--- config.mk ---
export PLATFORM = sky130hd
export DESIGN_NAME = uart_bus_slave
export DESIGN_NICKNAME = d
export VERILOG_FILES = /design/src/rtl/uart_bus_slave_pkg.sv /design/src/rtl/uart_bus_slave_rx.sv /design/src/rtl/uart_bus_slave.sv
export SDC_FILE = /design/constraint.sdc
export NUM_CORES = 1
export LEC_CHECK = 0
export ABC_AREA = 1
export ABC_CLOCK_PERIOD_IN_PS = 2900
export CAP_MARGIN = 20
export CORE_MARGIN = 5
export CORE_UTILIZATION = 50
export DETAILED_ROUTE_END_ITERATION = 12
export HOLD_SLACK_MARGIN = 0.03
export PLACE_DENSITY = 0.79
export SLEW_MARGIN = 20
export SYNTH_ARGS = -nofsm -noshare
export SYNTH_HDL_FRONTEND = slang
export SYNTH_HIERARCHICAL = 1
export SYNTH_SLANG_ARGS = --single-unit
--- constraint.sdc ---
create_clock -name clk -period 2.9 [get_ports clk]
set_input_delay 0.58 -clock clk [delete_from_list [all_inputs] [get_ports clk]]
set_output_delay 0.58 -clock clk [all_outputs]
set_load 0.03 [all_outputs]
--- src/rtl/uart_bus_slave_pkg.sv ---
// uart_bus_slave_pkg: register offsets, STATUS bit layout and FSM encodings shared by the UART slave
package uart_bus_slave_pkg;
    // Word offsets (bus_addr[7:1]); byte address 0x00 is DATA, 0x02 is STATUS
    localparam logic [6:0] REG_DATA   = 7'h00;
    localparam logic [6:0] REG_STATUS = 7'h01;

    localparam int ST_RX_VALID  = 0;
    localparam int ST_TX_FULL   = 1;
    localparam int ST_TX_IDLE   = 2;
    localparam int ST_OVERRUN   = 3;
    localparam int ST_FRAME_ERR = 4;

    typedef enum logic {BUS_IDLE, BUS_ACK} bus_state_t;
    typedef enum logic [2:0] {RX_IDLE, RX_START, RX_DATA, RX_STOP, RX_WAIT_HIGH} rx_state_t;
    typedef enum logic {TX_IDLE, TX_BUSY} tx_state_t;
endpackage

--- src/rtl/uart_bus_slave_rx.sv ---
// uart_rx_core: synchronised UART receiver with received byte and sticky status flags
//   clk, reset_n     : system clock, asynchronous active-low reset
//   rx_i             : raw asynchronous serial input
//   clr_valid_i      : DATA read this cycle, clears valid_o
//   clr_flags_i      : STATUS read this cycle, clears overrun_o / frame_err_o
//   byte_o, valid_o  : last good byte and its unread flag
//   overrun_o        : a byte was overwritten before being read (sticky)
//   frame_err_o      : a frame ended with a low stop bit (sticky)
module uart_rx_core import uart_bus_slave_pkg::*; #(
    parameter int CLKS_PER_BIT = 434
) (
    input  logic       clk,
    input  logic       reset_n,
    input  logic       rx_i,
    input  logic       clr_valid_i,
    input  logic       clr_flags_i,
    output logic [7:0] byte_o,
    output logic       valid_o,
    output logic       overrun_o,
    output logic       frame_err_o
);
    localparam int CW = $clog2(CLKS_PER_BIT + 1);
    localparam logic [CW-1:0] HALF_M1 = CW'(CLKS_PER_BIT / 2 - 1);
    localparam logic [CW-1:0] FULL_M1 = CW'(CLKS_PER_BIT - 1);

    rx_state_t     state_q;
    logic [1:0]    sync_q;
    logic          prev_q;
    logic [CW-1:0] cnt_q;
    logic [2:0]    bit_q;
    logic [7:0]    shift_q;
    logic [7:0]    byte_q;
    logic          valid_q, overrun_q, frame_err_q;
    logic          rx_s, cnt_end, done_ok, done_bad;

    assign rx_s     = sync_q[1];
    // Start bit is checked half a bit after the edge; every later sample is one full bit on
    assign cnt_end  = (state_q == RX_START) ? (cnt_q == HALF_M1) : (cnt_q == FULL_M1);
    assign done_ok  = (state_q == RX_STOP) && cnt_end && rx_s;
    assign done_bad = (state_q == RX_STOP) && cnt_end && !rx_s;

    always_ff @(posedge clk or negedge reset_n) begin
        if (!reset_n) begin
            state_q     <= RX_IDLE;
            sync_q      <= 2'b11;
            prev_q      <= 1'b1;
            cnt_q       <= '0;
            bit_q       <= '0;
            shift_q     <= '0;
            byte_q      <= '0;
            valid_q     <= 1'b0;
            overrun_q   <= 1'b0;
            frame_err_q <= 1'b0;
        end else begin
            sync_q      <= {sync_q[0], rx_i};
            prev_q      <= rx_s;
            // A completing byte beats a same-cycle DATA read; overrun only if the old byte stays unread
            valid_q     <= done_ok | (valid_q & ~clr_valid_i);
            overrun_q   <= (done_ok & valid_q & ~clr_valid_i) | (overrun_q & ~clr_flags_i);
            frame_err_q <= done_bad | (frame_err_q & ~clr_flags_i);
            if (done_ok)
                byte_q <= shift_q;
            cnt_q <= cnt_end ? '0 : cnt_q + 1'b1;
            case (state_q)
                RX_IDLE: begin
                    cnt_q <= '0;
                    if (prev_q && !rx_s)
                        state_q <= RX_START;
                end
                RX_START:
                    if (cnt_end)
                        state_q <= rx_s ? RX_IDLE : RX_DATA;
                RX_DATA:
                    if (cnt_end) begin
                        shift_q <= {rx_s, shift_q[7:1]};
                        bit_q   <= bit_q + 3'd1;
                        if (bit_q == 3'd7)
                            state_q <= RX_STOP;
                    end
                RX_STOP:
                    if (cnt_end)
                        state_q <= rx_s ? RX_IDLE : RX_WAIT_HIGH;
                default:
                    if (rx_s)
                        state_q <= RX_IDLE;
            endcase
        end
    end

    assign byte_o      = byte_q;
    assign valid_o     = valid_q;
    assign overrun_o   = overrun_q;
    assign frame_err_o = frame_err_q;
endmodule

--- src/rtl/uart_bus_slave.sv ---
// uart_bus_slave: 16-bit bus slave exposing a UART with TX FIFO (DATA at 0x00, STATUS at 0x02)
//   clk, reset_n         : system clock, asynchronous active-low reset
//   bus_addr/ds/rw/write : bus request, active while bus_ds != 00
//   bus_read, bus_ack    : registered read data and access-complete handshake
//   uart_rx, uart_tx     : serial in (asynchronous), serial out (idle high)
module uart_bus_slave import uart_bus_slave_pkg::*; #(
    parameter int CLKS_PER_BIT = 434,
    parameter int TX_DEPTH     = 4
) (
    input  logic        clk,
    input  logic        reset_n,
    input  logic [15:0] bus_write,
    output logic [15:0] bus_read,
    input  logic [7:0]  bus_addr,
    input  logic [1:0]  bus_ds,
    input  logic        bus_rw,
    output logic        bus_ack,
    input  logic        uart_rx,
    output logic        uart_tx
);
    localparam int AW   = $clog2(TX_DEPTH);
    localparam int CNTW = AW + 1;
    localparam int CW   = $clog2(CLKS_PER_BIT + 1);
    localparam logic [CW-1:0] FULL_M1 = CW'(CLKS_PER_BIT - 1);

    bus_state_t    bus_q;
    logic          ack_q;
    logic [15:0]   rdata_q;
    logic [7:0]    mem_q [TX_DEPTH];
    logic [AW-1:0] wptr_q, rptr_q;
    logic [CNTW-1:0] count_q, count_d;
    tx_state_t     tx_q;
    logic          line_q;
    logic [8:0]    tx_sh_q;
    logic [CW-1:0] tx_cnt_q;
    logic [3:0]    tx_bit_q;

    logic [7:0]  rx_byte;
    logic        rx_valid, rx_overrun, rx_frame_err;
    logic        access, is_data, is_status, rd_data, rd_status;
    logic        tx_full, tx_idle, push, pop;
    logic [15:0] status, rdata;
    logic        unused_bits;

    // The access happens only on the IDLE->ACK transition, however long bus_ds is held
    assign access    = (bus_q == BUS_IDLE) && (bus_ds != 2'b00);
    assign is_data   = bus_addr[7:1] == REG_DATA;
    assign is_status = bus_addr[7:1] == REG_STATUS;
    assign rd_data   = access && bus_rw && is_data;
    assign rd_status = access && bus_rw && is_status;
    assign tx_full   = count_q == CNTW'(TX_DEPTH);
    assign tx_idle   = (tx_q == TX_IDLE) && (count_q == '0);
    // A push on full is dropped even when a pop frees a slot in the same cycle
    assign push      = access && !bus_rw && is_data && bus_ds[0] && !tx_full;
    assign pop       = (tx_q == TX_IDLE) && (count_q != '0);
    assign count_d   = count_q + CNTW'(push) - CNTW'(pop);
    assign unused_bits = ^{bus_addr[0], bus_write[15:8]};

    always_comb begin
        status = '0;
        status[ST_RX_VALID]  = rx_valid;
        status[ST_TX_FULL]   = tx_full;
        status[ST_TX_IDLE]   = tx_idle;
        status[ST_OVERRUN]   = rx_overrun;
        status[ST_FRAME_ERR] = rx_frame_err;
    end

    assign rdata = is_data ? {8'h00, rx_byte} : is_status ? status : 16'h0000;

    always_ff @(posedge clk or negedge reset_n) begin
        if (!reset_n) begin
            bus_q   <= BUS_IDLE;
            ack_q   <= 1'b0;
            rdata_q <= '0;
        end else if (bus_q == BUS_IDLE) begin
            if (access) begin
                bus_q   <= BUS_ACK;
                ack_q   <= 1'b1;
                rdata_q <= bus_rw ? rdata : 16'h0000;
            end
        end else if (bus_ds == 2'b00) begin
            bus_q   <= BUS_IDLE;
            ack_q   <= 1'b0;
            rdata_q <= '0;
        end
    end

    always_ff @(posedge clk)
        if (push)
            mem_q[wptr_q] <= bus_write[7:0];

    always_ff @(posedge clk or negedge reset_n) begin
        if (!reset_n) begin
            wptr_q  <= '0;
            rptr_q  <= '0;
            count_q <= '0;
        end else begin
            count_q <= count_d;
            if (push)
                wptr_q <= wptr_q + 1'b1;
            if (pop)
                rptr_q <= rptr_q + 1'b1;
        end
    end

    // Bit 0 of a frame is the start bit driven on load; tx_sh_q holds data then stop, shifted out LSB first
    always_ff @(posedge clk or negedge reset_n) begin
        if (!reset_n) begin
            tx_q     <= TX_IDLE;
            line_q   <= 1'b1;
            tx_sh_q  <= '1;
            tx_cnt_q <= '0;
            tx_bit_q <= '0;
        end else if (tx_q == TX_IDLE) begin
            if (pop) begin
                tx_q     <= TX_BUSY;
                line_q   <= 1'b0;
                tx_sh_q  <= {1'b1, mem_q[rptr_q]};
                tx_cnt_q <= '0;
                tx_bit_q <= '0;
            end
        end else if (tx_cnt_q != FULL_M1) begin
            tx_cnt_q <= tx_cnt_q + 1'b1;
        end else begin
            tx_cnt_q <= '0;
            tx_bit_q <= tx_bit_q + 4'd1;
            line_q   <= tx_sh_q[0];
            tx_sh_q  <= {1'b1, tx_sh_q[8:1]};
            if (tx_bit_q == 4'd9) begin
                tx_q   <= TX_IDLE;
                line_q <= 1'b1;
            end
        end
    end

    uart_rx_core #(.CLKS_PER_BIT(CLKS_PER_BIT)) u_rx (
        .clk         (clk),
        .reset_n     (reset_n),
        .rx_i        (uart_rx),
        .clr_valid_i (rd_data),
        .clr_flags_i (rd_status),
        .byte_o      (rx_byte),
        .valid_o     (rx_valid),
        .overrun_o   (rx_overrun),
        .frame_err_o (rx_frame_err)
    );

    assign bus_ack  = ack_q;
    assign bus_read = rdata_q;
    assign uart_tx  = line_q;
endmodule

## Word level (Yosys, flattened, before mapping)

Memory sizes are Yosys's and may differ from the RTL's.
Cells that the tools add are included.

| operators by class | value |
|---|---|
| add/sub/neg operators | 8 |
| eq/ne operators | 17 |
| multiplexer cells | 43 |
| bitwise logic cells | 12 |
| reductions and logical operators | 30 |

Operators with widths:

| cell | number |
|---|---|
| $mux W9 | 8 |
| $mux W16 | 3 |
| $mux W3 | 7 |
| $add A9 B1 Y9 const B | 2 |
| $mux W1 | 17 |
| $mux W8 | 2 |
| $logic_and A1 B1 Y1 | 14 |
| $mux W4 | 3 |
| $ne A2 B1 Y1 const B | 6 |
| $pmux W3 S4 | 1 |
| $eq A9 B8 Y1 const B | 1 |
| $eq A9 B9 Y1 const B | 1 |
| $ne A9 B9 Y1 const B | 1 |
| $eq A7 B1 Y1 const B | 1 |
| $logic_not A7 Y1 | 1 |
| $eq A3 B2 Y1 const B | 2 |
| $eq A3 B3 Y1 const B | 2 |
| $logic_not A3 Y1 | 2 |
| $reduce_and A2 Y1 | 3 |
| $reduce_and A6 Y1 | 1 |
| $reduce_bool A2 Y1 | 3 |
| $and A1 B1 Y1 | 5 |
| $mux W5 | 1 |
| $reduce_bool A5 Y1 | 1 |
| 14 further kinds | 22 |

| word-level totals | value |
|---|---|
| register bits | 86 |
| bits in writable memories | 32 |
| bits of input ports | 30 |
| output and inout bits | 18 |
| memories kept | 1 |

Memory list:

| memory | words | width | rd ports | clocked after Yosys merged registers in | wr ports | RTL line | text |
|---|---|---|---|---|---|---|---|
| mem_q | 4 | 8 | 1 | 0 | 1 | uart_bus_slave.sv:29 | `logic [7:0] mem_q [TX_DEPTH];` |

## Longest topological paths before layout

Gate-level depths: netlist of run 1.

| depth | value |
|---|---|
| word-level depth | 8 |
| depth in mapped cells | 12 |
| mapped depth without buffers | 12 |

## Hierarchy

Netlist of run 1, hierarchy kept.

Modules (own cells, without submodules):

| module | instances | cells an instance | area each (um2) | sequential area each (um2) |
|---|---|---|---|---|
| uart_bus_slave | 1 | 386 | 3535.9 | 1973.1 |
| uart_rx_core | 1 | 199 | 1705.4 | 929.6 |

## Least setup slack after synthesis of run 1

Ideal clock, no wire load.

| timing | value |
|---|---|
| path type | input port to flip-flop |
| start | input bus_ds[1] |
| end | register count_q[2] |
| library setup time | 0.129 ns |
| arrival time | 2.433 ns |
| path slack | 0.338 ns |
| cell stages on the path | 12 |
| cells stage by stage | or2_2 ha_1 nand3_1 nor2_1 nand2_2 ha_1 inv_1 ha_1 inv_1 fa_1 xnor2_1 xor2_1 |

| between the ends | value |
|---|---|
| cells in the longest elaborated chain, start to end | 8 |

Ends and longest elaborated chain:

| element | RTL line | text |
|---|---|---|
| start, declared | uart_bus_slave.sv:15 | `input logic [1:0] bus_ds,` |
| $reduce_bool A2 Y1 | uart_bus_slave.sv:46 | `assign access = (bus_q == BUS_IDLE) && (bus_ds != 2'b00);` |
| $logic_and A1 B1 Y1 | uart_bus_slave.sv:46 |  |
| $logic_and A1 B1 Y1 (4 in a row) | uart_bus_slave.sv:54 | `assign push = access && !bus_rw && is_data && bus_ds[0] && !tx_full;` |
| $add A3 B1 Y3 | uart_bus_slave.sv:56 | `assign count_d = count_q + CNTW'(push) - CNTW'(pop);` |
| $sub A3 B1 Y3 | uart_bus_slave.sv:56 |  |
| named net count_d[2] | uart_bus_slave.sv:31 | `logic [CNTW-1:0] count_q, count_d;` |
| end signal, assigned | uart_bus_slave.sv:98 | `count_q <= count_d;` |
| end, declared | uart_bus_slave.sv:31 |  |

The timed path passes the listed nets, and every way through them passes these cells.
A chain may end at the register's enable or synchronous reset.

## Final worst setup path of run 1

| timing | value |
|---|---|
| start | input bus_ds[0] |
| end | register count_q[2] |

| between the ends | value |
|---|---|
| cells in the longest elaborated chain, start to end | 8 |

Ends and longest elaborated chain:

| element | RTL line |
|---|---|
| $reduce_bool A2 Y1 | uart_bus_slave.sv:46 |
| $logic_and A1 B1 Y1 | uart_bus_slave.sv:46 |
| $logic_and A1 B1 Y1 (2 in a row) | uart_bus_slave.sv:54 |
| $logic_and A1 B1 Y1 * (2 in a row) | uart_bus_slave.sv:54 |
| $add A3 B1 Y3 * | uart_bus_slave.sv:56 |
| $sub A3 B1 Y3 * | uart_bus_slave.sv:56 |
| named net count_d[2] | uart_bus_slave.sv:31 |

The timed path passes the listed nets; every way through them passes the cells marked *.

==> results of run 1 <==
worst paths after layout:
| path | end | cells past startpoint | start |
|---|---|---|---|
| worst min-delay path | tx_bit_q[3]$_DFFE_PN0P_ | 1 | reset_n |
| max in group asynchronous | u_rx/cnt_q[4]$_DFF_PN0_ | 1 | reset_n |
| worst max-delay path | count_q[2]$_DFF_PN0_ | 13 | bus_ds[0] |
| worst min register to register | u_rx/sync_q[1]$_DFF_PN1_ | 0 | u_rx/sync_q[0]$_DFF_PN1_ |
| min in group clk | u_rx/sync_q[1]$_DFF_PN1_ | 0 | u_rx/sync_q[0]$_DFF_PN1_ |
| worst max register to register | count_q[2]$_DFF_PN0_ | 12 | bus_q$_DFF_PN0_ |
where the power goes:
group          leakage, nW  internal, mW  total [mW]  switching, mW
Clock                0.107         0.386       0.924          0.538
Combinational         1.45         0.161       0.456          0.295
Sequential            1.27          1.64        1.70         0.0539
cell type report:
class                   instances  area [µm²]  share of cell area (%)
clock buffers                  10         149                    2.52
clock inverters                 6        62.6                    1.06
inverters                      60         228                    3.85
multi-input cells             403        2000                    33.8
flip-flops and latches        109        2900                    49.1
well taps                     136         170                    2.88
repair buffers                 44         403                    6.81
cell usage in the layout, fill, tap and decap left out, drive strengths merged, types with 4 or more instances in the layout:
cell type      instances
buf                   15
dfrtp                 65
clkdlybuf4s50         29
inv                   62
clkbuf                10
nand2                217
nor2                  45
dfstp                 12
conb                   8
clkinv                 4
xor2                  10
ha                    16
o21ai                 14
nand4                 13
nor3                   8
nand3                 54
edfxtp                32
worst reg2reg max path, cell delays in order (launching register included):
cell and delay [ns]:
dfrtp_1 0.43, inv_1 0.09, ha_1 0.17, nand3_1 0.08, nor2_1 0.18, nand2_2 0.09, ha_1 0.29, inv_1 0.05
ha_1 0.13, inv_1 0.05, fa_1 0.37, xnor2_1 0.17, xor2_1 0.16
per-layer routing:
layer / vias to the layer above / part of all wire [%] / global-route usage (%)
li1: 1929 / - / -
met1: 1797 / 43 / 20.7
met2: 64 / 52 / 28.1
met3: 6 / 4.0 / 3.29
met4: 0 / 0.53 / 5.37
met5: - / 0 / 0
cell families (layout without fill, tap and decap cells):
logic type	after synthesis	count (layout)	synth area share, %
AOI/OAI and AO/OA	22	22	2.72
xor gates and xnor gates	13	13	2.17
adders and majority gates	17	17	4.20
buffers and inverters	80	120	6.92
DFF	109	109	55.4
other	1	8	0.0715
and+or+nand+nor	343	343	28.5
stage by stage:
stage,hold slack [ns],cell area [µm²]
3_3_place_gp,0.347,5710
4_1_cts,0.365,5920
3_5_place_dp,0.349,5710
2_1_floorplan,0.284,5270
6_report,0.343,5920
5_1_grt,0.375,5920
Yosys cell counts:
| library cell | instances | area share, % |
|---|---|---|
| and3_1 | 2 | 0.24 |
| nand4_2 | 1 | 0.24 |
| ha_1 | 16 | 3.8 |
| dfrtp_1 | 65 | 31 |
| a21oi_1 | 2 | 0.19 |
| o21ai_0 | 12 | 1.1 |
| xnor2_1 | 3 | 0.50 |
| nor2_4 | 2 | 0.43 |
| nor3_4 | 1 | 0.31 |
| nand2_4 | 2 | 0.43 |
| dfstp_2 | 12 | 6.0 |
| or2_1 | 1 | 0.12 |
| nand4_1 | 12 | 1.4 |
| inv_4 | 1 | 0.12 |
| o22ai_1 | 3 | 0.36 |
| buf_4 | 10 | 1.4 |
| a21oi_4 | 1 | 0.31 |
| o21bai_1 | 1 | 0.14 |
| buf_6 | 2 | 0.43 |
| edfxtp_1 | 32 | 18 |
| nand3_2 | 1 | 0.19 |
| nor2_2 | 4 | 0.48 |
| buf_2 | 6 | 0.57 |
| nor4_1 | 1 | 0.12 |
| o21ai_2 | 2 | 0.33 |
| conb_1 | 1 | 0.072 |
| nand2_2 | 8 | 0.95 |
| inv_2 | 6 | 0.43 |
| xor2_1 | 10 | 1.7 |
| a211oi_2 | 1 | 0.24 |
| nor3_1 | 7 | 0.67 |
| nand3_1 | 53 | 5.1 |
| or2_2 | 2 | 0.24 |
| clkbuf_1 | 2 | 0.14 |
| nor2_1 | 39 | 2.8 |
| nand2_1 | 207 | 15 |
| fa_1 | 1 | 0.38 |
| inv_1 | 53 | 3.8 |
flip-flops by register name (all words and copies together), names as in the netlist, 2 cells and up:
| register | cells |
|---|---|
| rptr_q | 2 |
| wptr_q | 2 |
| tx_bit_q | 4 |
| count_q | 3 |
| u_rx/state_q | 3 |
| mem_q | 32 |
| tx_sh_q | 8 |
| u_rx/sync_q | 2 |
| tx_cnt_q | 9 |
| bus_read | 8 |
| u_rx/byte_o | 8 |
| u_rx/bit_q | 3 |
| u_rx/cnt_q | 9 |
| u_rx/shift_q | 8 |
==> summary.txt, run 1 <==
status - finished, final reports clean
detailed-route DRC error count - 0
Post-CTS Hold Buffers - 0
RSZ-0062 raised after global routing - false
ANT cells - 0
synthesized area - 5240 µm²
GRT Total Usage - 16.3%
Setup TNS - 0 ns
vias per cell - 4.94
Sinks on Clock Net - 109
R2R Setup Slk - 0.58 ns
Worst-Margin Slew - 0.946 ns
Port Buffer Count - 30
largest net degree at the start of global routing - 78
first-pass GRT wire length - 17.1 mm
Final min period - 2.59 ns
setup bufs post-CTS - 0
total power - 3.08 mW
Worst Clk Skew - 0.0129 ns
Final nets - 674
unique cell type count in the Yosys netlist - 38
sequential area share after synthesis - 55.4%
CP max stage delay - 0.46 ns
critical path's top delay family - adder cells
crit path max-delay cell type - clkdlybuf4s50_1
Die Ht - 112 µm
Power per Cell Area - 520 nW/µm²
f_max - 386 MHz
io pins - 48
CP Capture Type - flip-flop
synth warn - 6
Setup CP Type - in -> reg
Final GP Congestion - 0.790
Setup WS pre-CTS - -0.0750 ns
vias in the first global route - 3840
placed instance count - 752
number of fill cells - 865
remaining global-route overflow - 0
CTS tree - done
Core Area - 10300 µm²
Startpoint Class - primary input
Hold Path Class - in -> async
CTS resizes - 0
Rows - 37
most frequent CP cell - ha_1
Final Hold Fails - 0
synthesized netlist cell count - 585
Synth Register Bits - 109
Tcrit/Tclk final - 89.2%
CP required - 3.19 ns
Die Wd - 112 µm
CTS Buffer Depth - 2
slew margin rel. - 36.9%
Layout Cells excl Fill - 768
total CTS buffers - 9
Layout area overhead - 12.9%
Critical Path AT - 2.88 ns
DRT antenna net count - 0
router iterations before antenna repair - 4
Syn Area/Cell - 8.96 µm²
share of layout cells above drive strength 1 - 11.9%
Leak - 2.83 nW
final slew viol count - 0
final core occ - 57.6%
critical path fanouts, max - 2
Detailed Place HPWL - 6.81 mm
Buf+Inv Stages, Crit Path - 3
routed wire length - 9.58 mm
worst-path cell chain - clkdlybuf4s50_1 -> or2_2 -> ha_1 -> nand3_1 -> nor2_1 -> nand2_2 -> ha_1 -> inv_1 -> ha_1 -> inv_1 -> fa_1 -> xnor2_1 -> xor2_1
CTS Root Cell - clkbuf_8
final worst setup slack - 0.312 ns
die area - 12600 µm²
max cap viols - 0
Vias - 3796
Skew-Pair Late Insertion Delay - 0.37 ns
H-tree levels - 3
detailed router's first-iteration violation count - 166
initial antenna violation count - 0
Setup-failing EPs final - 0
Initial Util - 51.0%
VDD IR-drop max - 0.372 mV
routed len/inst - 12.5 µm
Clock transition at path regs - 0.10 ns
Note: power is estimated with default switching activity, not from simulation.
==> run 2: changes to the inputs <==
==> constraint.sdc (replaced) <==
create_clock -name clk -period 2.9 [get_ports clk]
set_input_delay 0.87 -clock clk [delete_from_list [all_inputs] [get_ports clk]]
set_output_delay 0.87 -clock clk [all_outputs]
set_load 0.03 [all_outputs]
==> run 2 against run 1 <==
Compared with the run above:
- final area increased by 1.9%
- setup slack got worse by 0.24 ns
- combinational power increased by 9.4%
- maximum frequency decreased by 8.5%
- first-iteration DRC count increased by 3.6%
- sequential share of layout area decreased by 0.92 points
- total power increased by 1.9%
- clock skew decreased by 0.0011 ns
- clock power increased by 1%
- worst hold slack improved by 0.026 ns
- global-route usage increased by 0.30 points
- critical path type unchanged
- highest routed layer unchanged
==> summary.txt, run 2 (same netlist as run 1, synthesis figures left out) <==
remaining global-route overflow - 0 (unchanged)
io pins - 48 (unchanged)
Top reg by flops - mem_q (unchanged)
ANT cells - 0 (unchanged)
Layout area overhead - 15.0% (was 12.9%)
routed wire length - 10.2 mm (was 9.58 mm)
Setup-failing EPs final - 0 (unchanged)
CTS Buffer Depth - 2 (unchanged)
CTS tree - done (unchanged)
Sinks on Clock Net - 109 (unchanged)
sw frac - 29.3% (was 28.8%)
detailed router's first-iteration violation count - 172 (was 166)
Worst path depth - 13 (unchanged)
detailed-route DRC error count - 0 (unchanged)
Final min period - 2.83 ns (was 2.59 ns)
routed len/inst - 13.2 µm (was 12.5 µm)
Rows - 37 (unchanged)
Die Ht - 112 µm (unchanged)
CP Capture Type - flip-flop (unchanged)
final slew viol count - 0 (unchanged)
Port Buffer Count - 30 (unchanged)
Skew-Pair Late Insertion Delay - 0.37 ns (about the same)
worst-path cell chain - clkdlybuf4s50_1 -> or2_4 -> ha_4 -> nand3_2 -> nor2_4 -> nand2_2 -> ha_4 -> inv_1 -> ha_2 -> inv_1 -> fa_2 -> xnor2_2 -> xor2_1 (was clkdlybuf4s50_1 -> or2_2 -> ha_1 -> nand3_1 -> nor2_1 -> nand2_2 -> ha_1 -> inv_1 -> ha_1 -> inv_1 -> fa_1 -> xnor2_1 -> xor2_1)
Power per Cell Area - 520 nW/µm² (about the same)
Final GP Congestion - 0.830 (was 0.790)
Setup CP Type - in -> reg (unchanged)
largest net degree at the start of global routing - 49 (was 78)
total CTS buffers - 9 (unchanged)
CP max stage delay - 0.46 ns (about the same)
number of fill cells - 871 (was 865)
Worst Reg2Reg Path Length in Cells - 10 (was 12)
Worst Clk Skew - 0.0118 ns (was 0.0129 ns)
H-tree levels - 3 (unchanged)
clock network power share - 29.9% (was 30.0%)
Setup WS pre-CTS - -0.412 ns (was -0.0750 ns)
Layout Cells excl Fill - 774 (was 768)
combinational share of power - 15.9% (was 14.8%)
placed instance count - 757 (was 752)
reg-to-reg endpoint - count_q[2]$_DFF_PN0_ (unchanged)
Reg power frac - 54.2% (was 55.2%)
most common cell after layout, fill and taps aside - nand2_1 (unchanged)
Startpoint Class - primary input (unchanged)
Initial Util - 51.0% (unchanged)
VDD IR-drop max - 0.410 mV (was 0.372 mV)
R2R Setup Slk - 0.56 ns (was 0.58 ns)
Worst-Margin Slew - 0.575 ns (was 0.946 ns)
share of layout cells above drive strength 1 - 13.9% (was 11.9%)
final worst setup slack - 0.0728 ns (was 0.312 ns)
Clock transition at path regs - 0.11 ns (was 0.10 ns)
Post-CTS Hold Buffers - 0 (unchanged)
net switching power - 917 µW (was 887 µW)
Reg2Reg Launch Point - count_q[1]$_DFF_PN0_ (was bus_q$_DFF_PN0_)
Critical Path Sink - count_q[2]$_DFF_PN0_ (unchanged)
f_max - 354 MHz (was 386 MHz)
first-pass GRT wire length - 17.3 mm (was 17.1 mm)
number of flip-flops in the largest register - 32 (unchanged)
Core Area - 10300 µm² (unchanged)
Vias - 3935 (was 3796)
GRT Total Usage - 16.6% (was 16.3%)
post-route cell area - 6030 µm² (was 5920 µm²)
Detailed Place HPWL - 7.21 mm (was 6.81 mm)
internal power - 2.22 mW (was 2.19 mW)
Leak - 2.87 nW (was 2.83 nW)
Hold Path Class - reg -> reg (was in -> async)
critical path's top delay family - adder cells (unchanged)
most frequent cells in the layout - nand2_1 (207), dfrtp_1 (65), inv_1 (53), nand3_1 (52), nor2_1 (37) (was nand2_1 (207), dfrtp_1 (65), inv_1 (53), nand3_1 (53), nor2_1 (39))
Buf+Inv Stages, Crit Path - 3 (unchanged)
DRT antenna net count - 0 (unchanged)
crit path max-delay cell type - clkdlybuf4s50_1 (unchanged)
critical path fanouts, max - 2 (unchanged)
Die Wd - 112 µm (unchanged)
slew margin rel. - 61.7% (was 36.9%)
CP required - 3.16 ns (was 3.19 ns)
Tcrit/Tclk final - 97.5% (was 89.2%)
die area - 12600 µm² (unchanged)
vias per cell - 5.08 (was 4.94)
status - finished, final reports clean (unchanged)
Final nets - 680 (was 674)
CTS Root Cell - clkbuf_8 (unchanged)
total power - 3.14 mW (was 3.08 mW)
crit path launch - bus_ds[1] (was bus_ds[0])
Critical Path AT - 3.08 ns (was 2.88 ns)
router iterations before antenna repair - 4 (unchanged)
Post-DP Area - 5760 µm² (was 5710 µm²)
Final Hold Fails - 0 (unchanged)
initial antenna violation count - 0 (unchanged)
Largest regs - mem_q x32, tx_cnt_q x9, u_rx/cnt_q x9 (unchanged)
max cap viols - 0 (unchanged)
vias in the first global route - 3865 (was 3840)
-- run 2: changes by cell type in the layout (fill, tap and decap cells not counted), moves of 2 or more --
cell    previous run  this run
ha_4               0         2
nor2_1            39        37
ha_1              16        13
buf_4             15        20
inv_8              1         3
-- run 2: per-layer routing --
layer	track usage (%)	wire length (µm)	part of all wire, %
met1	20.5	4310	42
met2	29.1	5370	53
met3	3.72	338	3.3
met4	5.29	176	1.7
met5	0	0	0
-- run 2: worst min path at each step --
| stage | from | endpoint | slack (ns) | depth (start not counted) |
|---|---|---|---|---|
| finish | u_rx/sync_q[0]$_DFF_PN1_ | u_rx/sync_q[1]$_DFF_PN1_ | 0.37 | 0 |
| global placement | u_rx/sync_q[0]$_DFF_PN1_ | u_rx/sync_q[1]$_DFF_PN1_ | 0.35 | 0 |
| CTS | u_rx/sync_q[0]$_DFF_PN1_ | u_rx/sync_q[1]$_DFF_PN1_ | 0.37 | 0 |
| detailed placement | u_rx/sync_q[0]$_DFF_PN1_ | u_rx/sync_q[1]$_DFF_PN1_ | 0.35 | 0 |
| global route | u_rx/sync_q[0]$_DFF_PN1_ | u_rx/sync_q[1]$_DFF_PN1_ | 0.37 | 0 |
| floorplan | u_rx/sync_q[0]$_DFF_PN1_ | u_rx/sync_q[1]$_DFF_PN1_ | 0.35 | 0 |
-- run 2: per-stage QoR --
| step | util (%) | hold WS [ns] | setup TNS (ns) |
|---|---|---|---|
| floorplan | - | 0.345 | 0 |
| global placement | 56.0 | 0.347 | -0.518 |
| detailed placement | 56.0 | 0.352 | -0.672 |
| CTS | 58.1 | 0.369 | 0 |
| global route | 58.7 | 0.372 | -0.0201 |
| finish | 58.7 | 0.369 | 0 |
-- run 2: worst register-to-register path: cells and delay by family (launching register included) --
family,cells,cell delay (ns)
XOR/XNOR,2,0.30
flip-flops,1,0.48
buffers and inverters,2,0.10
AND/OR/NAND/NOR,3,0.62
adder cells (fa/ha/maj),3,0.73
-- run 2: power groups by stage --
stage	registers [mW]	clock network, mW	logic, mW
final	1.70	0.936	0.499
after global routing	1.71	1.02	0.565
after CTS	1.70	0.961	0.481
after detailed placement	1.73	0	0.479
after global placement	1.73	0	0.450
after floorplan	1.73	0	0.306
-- run 2: cell type report --
cell class                      count  area (µm²)  area share (%)
Clock inverter                      6        60.1           0.996
Inverter                           60         228            3.78
Clock buffer                       10         149            2.47
Timing Repair Buffer               50         463            7.68
Sequential cell                   109        2900            48.1
Multi-Input combinational cell    403        2060            34.1
Tap cell                          136         170            2.82
-- run 2: what timing repair did --
action	4_1_cts	5_1_grt
pin swaps	4	4
setup endpoints to repair	1	1
buffers inserted	0	1
resized for setup	2	10
==> run 3: changes to the inputs <==
--- a/config.mk
+++ b/config.mk
@@ -5,14 +5,14 @@
 export SDC_FILE = /design/constraint.sdc
 export NUM_CORES = 1
 export LEC_CHECK = 0
-export ABC_AREA = 1
 export ABC_CLOCK_PERIOD_IN_PS = 2900
 export CAP_MARGIN = 20
 export CORE_MARGIN = 5
-export CORE_UTILIZATION = 50
+export CORE_UTILIZATION = 57
 export DETAILED_ROUTE_END_ITERATION = 12
 export HOLD_SLACK_MARGIN = 0.03
-export PLACE_DENSITY = 0.79
+export PLACE_DENSITY = 0.88
+export SETUP_SLACK_MARGIN = 0.1
 export SLEW_MARGIN = 20
 export SYNTH_ARGS = -nofsm -noshare
 export SYNTH_HDL_FRONTEND = slang
==> run 3 against run 2 <==
Compared with the run above:
- wire length down 17%
- first-iteration DRC count down 17%
- register-to-register slack worse by 0.08 ns
- synthesized cell count down 36%
- combinational power up 51%
- largest power group unchanged
==> summary.txt, run 3 <==
Synth top area share - 33.0% (was 31.0%)
Reg2Reg Launch Point - count_q[1]$_DFF_PN0_ (unchanged)
DRT antenna net count - 0 (unchanged)
Core Area - 8590 µm² (was 10300 µm²)
detailed-route DRC error count - 0 (unchanged)
GRT Total Usage - 17.6% (was 16.6%)
total CTS buffers - 9 (unchanged)
worst-path cell chain - dlygate4sd2_1 -> or2_4 -> ha_4 -> nor4bb_2 -> and3_4 -> inv_2 -> ha_4 -> inv_2 -> ha_4 -> inv_2 -> fa_2 -> xnor2_2 -> xnor2_1 (was clkdlybuf4s50_1 -> or2_4 -> ha_4 -> nand3_2 -> nor2_4 -> nand2_2 -> ha_4 -> inv_1 -> ha_2 -> inv_1 -> fa_2 -> xnor2_2 -> xor2_1)
Tcrit/Tclk final - 93.8% (was 97.5%)
crit path launch - bus_ds[0] (was bus_ds[1])
Final nets - 462 (was 680)
largest net degree at the start of global routing - 51 (was 49)
Post-synth EDFFs - 32 (unchanged)
Layout area overhead - 15.0% (about the same)
register area - 2900 µm² (unchanged)
Largest regs - mem_q x32, tx_cnt_q x9, u_rx/cnt_q x9 (unchanged)
CTS tree - done (unchanged)
most frequent cells in the layout - dfrtp_1 (65), edfxtp_1 (32), nand2_1 (24), clkdlybuf4s50_1 (24), o21ai_0 (23) (was nand2_1 (207), dfrtp_1 (65), inv_1 (53), nand3_1 (52), nor2_1 (37))
ranking of synthesized cells by area - dfrtp_1 (33%), edfxtp_1 (19%), dfstp_2 (6.4%), ha_1 (4.1%), mux4_2 (3.7%) (was dfrtp_1 (31%), edfxtp_1 (18%), nand2_1 (15%), dfstp_2 (6.0%), nand3_1 (5.1%))
Initial Util - 57.4% (was 51.0%)
Startpoint Class - primary input (unchanged)
Power per Cell Area - 663 nW/µm² (was 520 nW/µm²)
Final GP Congestion - 0.834 (was 0.830)
Top reg by flops - mem_q (unchanged)
vias per cell - 5.68 (was 5.08)
final core occ - 66.0% (was 58.7%)
Leak - 2.42 nW (was 2.87 nW)
post-route cell area - 5670 µm² (was 6030 µm²)
Die Ht - 103 µm (was 112 µm)
CTS Buffer Depth - 2 (unchanged)
routed wire length - 8.46 mm (was 10.2 mm)
Die Wd - 103 µm (was 112 µm)
synth warn - 6 (unchanged)
post-synthesis async set-or-reset flop share - 70.6% (unchanged)
status - finished, final reports clean (unchanged)
VDD IR-drop max - 0.332 mV (was 0.410 mV)
f_max - 368 MHz (was 354 MHz)
placed instance count - 511 (was 757)
number of fill cells - 605 (was 871)
crit path max-delay cell type - fa_2 (was clkdlybuf4s50_1)
Detailed Place HPWL - 5.89 mm (was 7.21 mm)
area of the multi-input gates - 1900 µm² (was 2060 µm²)
Setup-failing EPs final - 0 (unchanged)
share of layout cells above drive strength 1 - 21.9% (was 13.9%)
final slew viol count - 0 (unchanged)
die area - 10600 µm² (was 12600 µm²)
Main synth FF type - dfrtp_1 (unchanged)
CP max stage delay - 0.36 ns (was 0.46 ns)
io pins - 48 (unchanged)
sequential area share after synthesis - 58.9% (was 55.4%)
Synth Register Bits - 109 (unchanged)
Post-DP Area - 5440 µm² (was 5760 µm²)
number of flip-flops in the largest register - 32 (unchanged)
synthesized netlist cell count - 376 (was 585)
detailed router's first-iteration violation count - 142 (was 172)
Worst Clk Skew - 0.0113 ns (was 0.0118 ns)
H-tree levels - 3 (unchanged)
remaining global-route overflow - 0 (unchanged)
Hold Path Class - reg -> reg (unchanged)
RSZ-0062 raised after global routing - false
router iterations before antenna repair - 4 (unchanged)
Setup WS pre-CTS - -0.429 ns (was -0.412 ns)
CTS Root Cell - clkbuf_8 (unchanged)
initial antenna violation count - 0 (unchanged)
Final min period - 2.72 ns (was 2.83 ns)
Min-Delay Startpoint - u_rx/sync_q[0]$_DFF_PN1_ (unchanged)
Critical Path AT - 2.98 ns (was 3.08 ns)
Sinks on Clock Net - 109 (unchanged)
first-pass GRT wire length - 14.4 mm (was 17.3 mm)
max cap viols - 0 (unchanged)
Port Buffer Count - 30 (unchanged)
unique cell type count in the Yosys netlist - 58 (was 38)
Final Hold Fails - 0 (unchanged)
final worst setup slack - 0.180 ns (was 0.0728 ns)
Worst-Margin Slew - 0.729 ns (was 0.575 ns)
vias in the first global route - 3040 (was 3865)
synthesized area - 4930 µm² (was 5240 µm²)
ANT cells - 0 (unchanged)
most common cell after layout, fill and taps aside - dfrtp_1 (was nand2_1)
routed len/inst - 16.0 µm (was 13.2 µm)
Skew-Pair Late Insertion Delay - 0.37 ns (about the same)
most frequent cell after synthesis - dfrtp_1 (was nand2_1)
critical path fanouts, max - 2 (unchanged)
Clock transition at path regs - 0.10 ns (was 0.11 ns)
Syn Area/Cell - 13.1 µm² (was 8.96 µm²)
top cells by count, synth - dfrtp_1 (65), edfxtp_1 (32), nand2_1 (24), o21ai_0 (23) (was nand2_1 (207), dfrtp_1 (65), inv_1 (53), nand3_1 (53), nor2_1 (39))
CP required - 3.16 ns (about the same)
Layout Cells excl Fill - 528 (was 774)
Setup CP Type - in -> reg (unchanged)
Rows - 34 (was 37)
CP Capture Type - flip-flop (unchanged)
slew margin rel. - 51.0% (was 61.7%)
Vias - 2999 (was 3935)
area leader, netlist - dfrtp_1 (unchanged)
==> run 3: critical path, delay by kind of cell <==
| kind | cells | cell delay (ns) |
|---|---|---|
| xor gates and xnor gates | 2 | 0.27 |
| adders and majority gates | 4 | 0.83 |
| and+or+nand+nor | 3 | 0.60 |
| buffers and inverters | 4 | 0.41 |
==> run 3: cell families after synthesis <==
family	count (synthesis)	synth area share, %
flops	109	58.9
buf+inv	38	4.39
simple gates	101	11.2
fa+ha+maj	17	4.47
compound gates	58	7.89
xor+xnor	14	2.49
mux	38	10.6
other cells	1	0.0761
==> run 3: path summary, 6_finish.rpt <==
path / end / slack [ns] / cells past startpoint
min in group asynchronous: tx_bit_q[1]$_DFFE_PN0P_ / 0.52 / 1
max in group asynchronous: bus_read[4]$_DFFE_PN0P_ / 1.82 / 2
worst max register to register: count_q[2]$_DFF_PN0_ / 0.48 / 9
worst min-delay path: u_rx/sync_q[1]$_DFF_PN1_ / 0.36 / 0
worst min register to register: u_rx/sync_q[1]$_DFF_PN1_ / 0.36 / 0
worst max-delay path: count_q[2]$_DFF_PN0_ / 0.18 / 13
==> run 3: per-layer routing <==
layer	share of wire [%]	global-route usage (%)	vias to the layer above
met5	0	0	-
met1	45	22.6	1502
li1	-	-	1426
met4	1.3	5.78	0
met2	50	29.6	61
met3	4.2	4.13	10
==> run 3: report_power, final <==
group          internal, mW  total (mW)  leakage [nW]  switching (mW)
clock network         0.340       0.892        0.0999           0.552
logic                 0.420       0.752          1.07           0.332
registers              1.83        2.12          1.26           0.287
==> run 3: what timing repair did <==
action | CTS | global route
setup buffers | 1 | 0
resized for setup | 4 | 4
hold buffers | 0 | 0
pin swaps | 5 | 6
setup endpoints to repair | 2 | 2
==> run 3: through the flow <==
stage	hold slack [ns]	TNS, ns	power [mW]
finish	0.362	0	3.76
global route	0.366	0	3.98
CTS	0.363	0	3.80
detailed placement	0.347	-0.769	2.90
global placement	0.348	-0.563	2.84
floorplan	0.345	0	2.66
==> run 3: layout make-up <==
class | instances | area share [%]
Sequential cell | 109 | 51.2
Clock buffer | 9 | 2.19
Tap cell | 108 | 2.38
Clock inverter | 7 | 1.26
Timing Repair Buffer | 45 | 8.43
Multi-Input combinational cell | 236 | 33.6
Inverter | 14 | 0.927
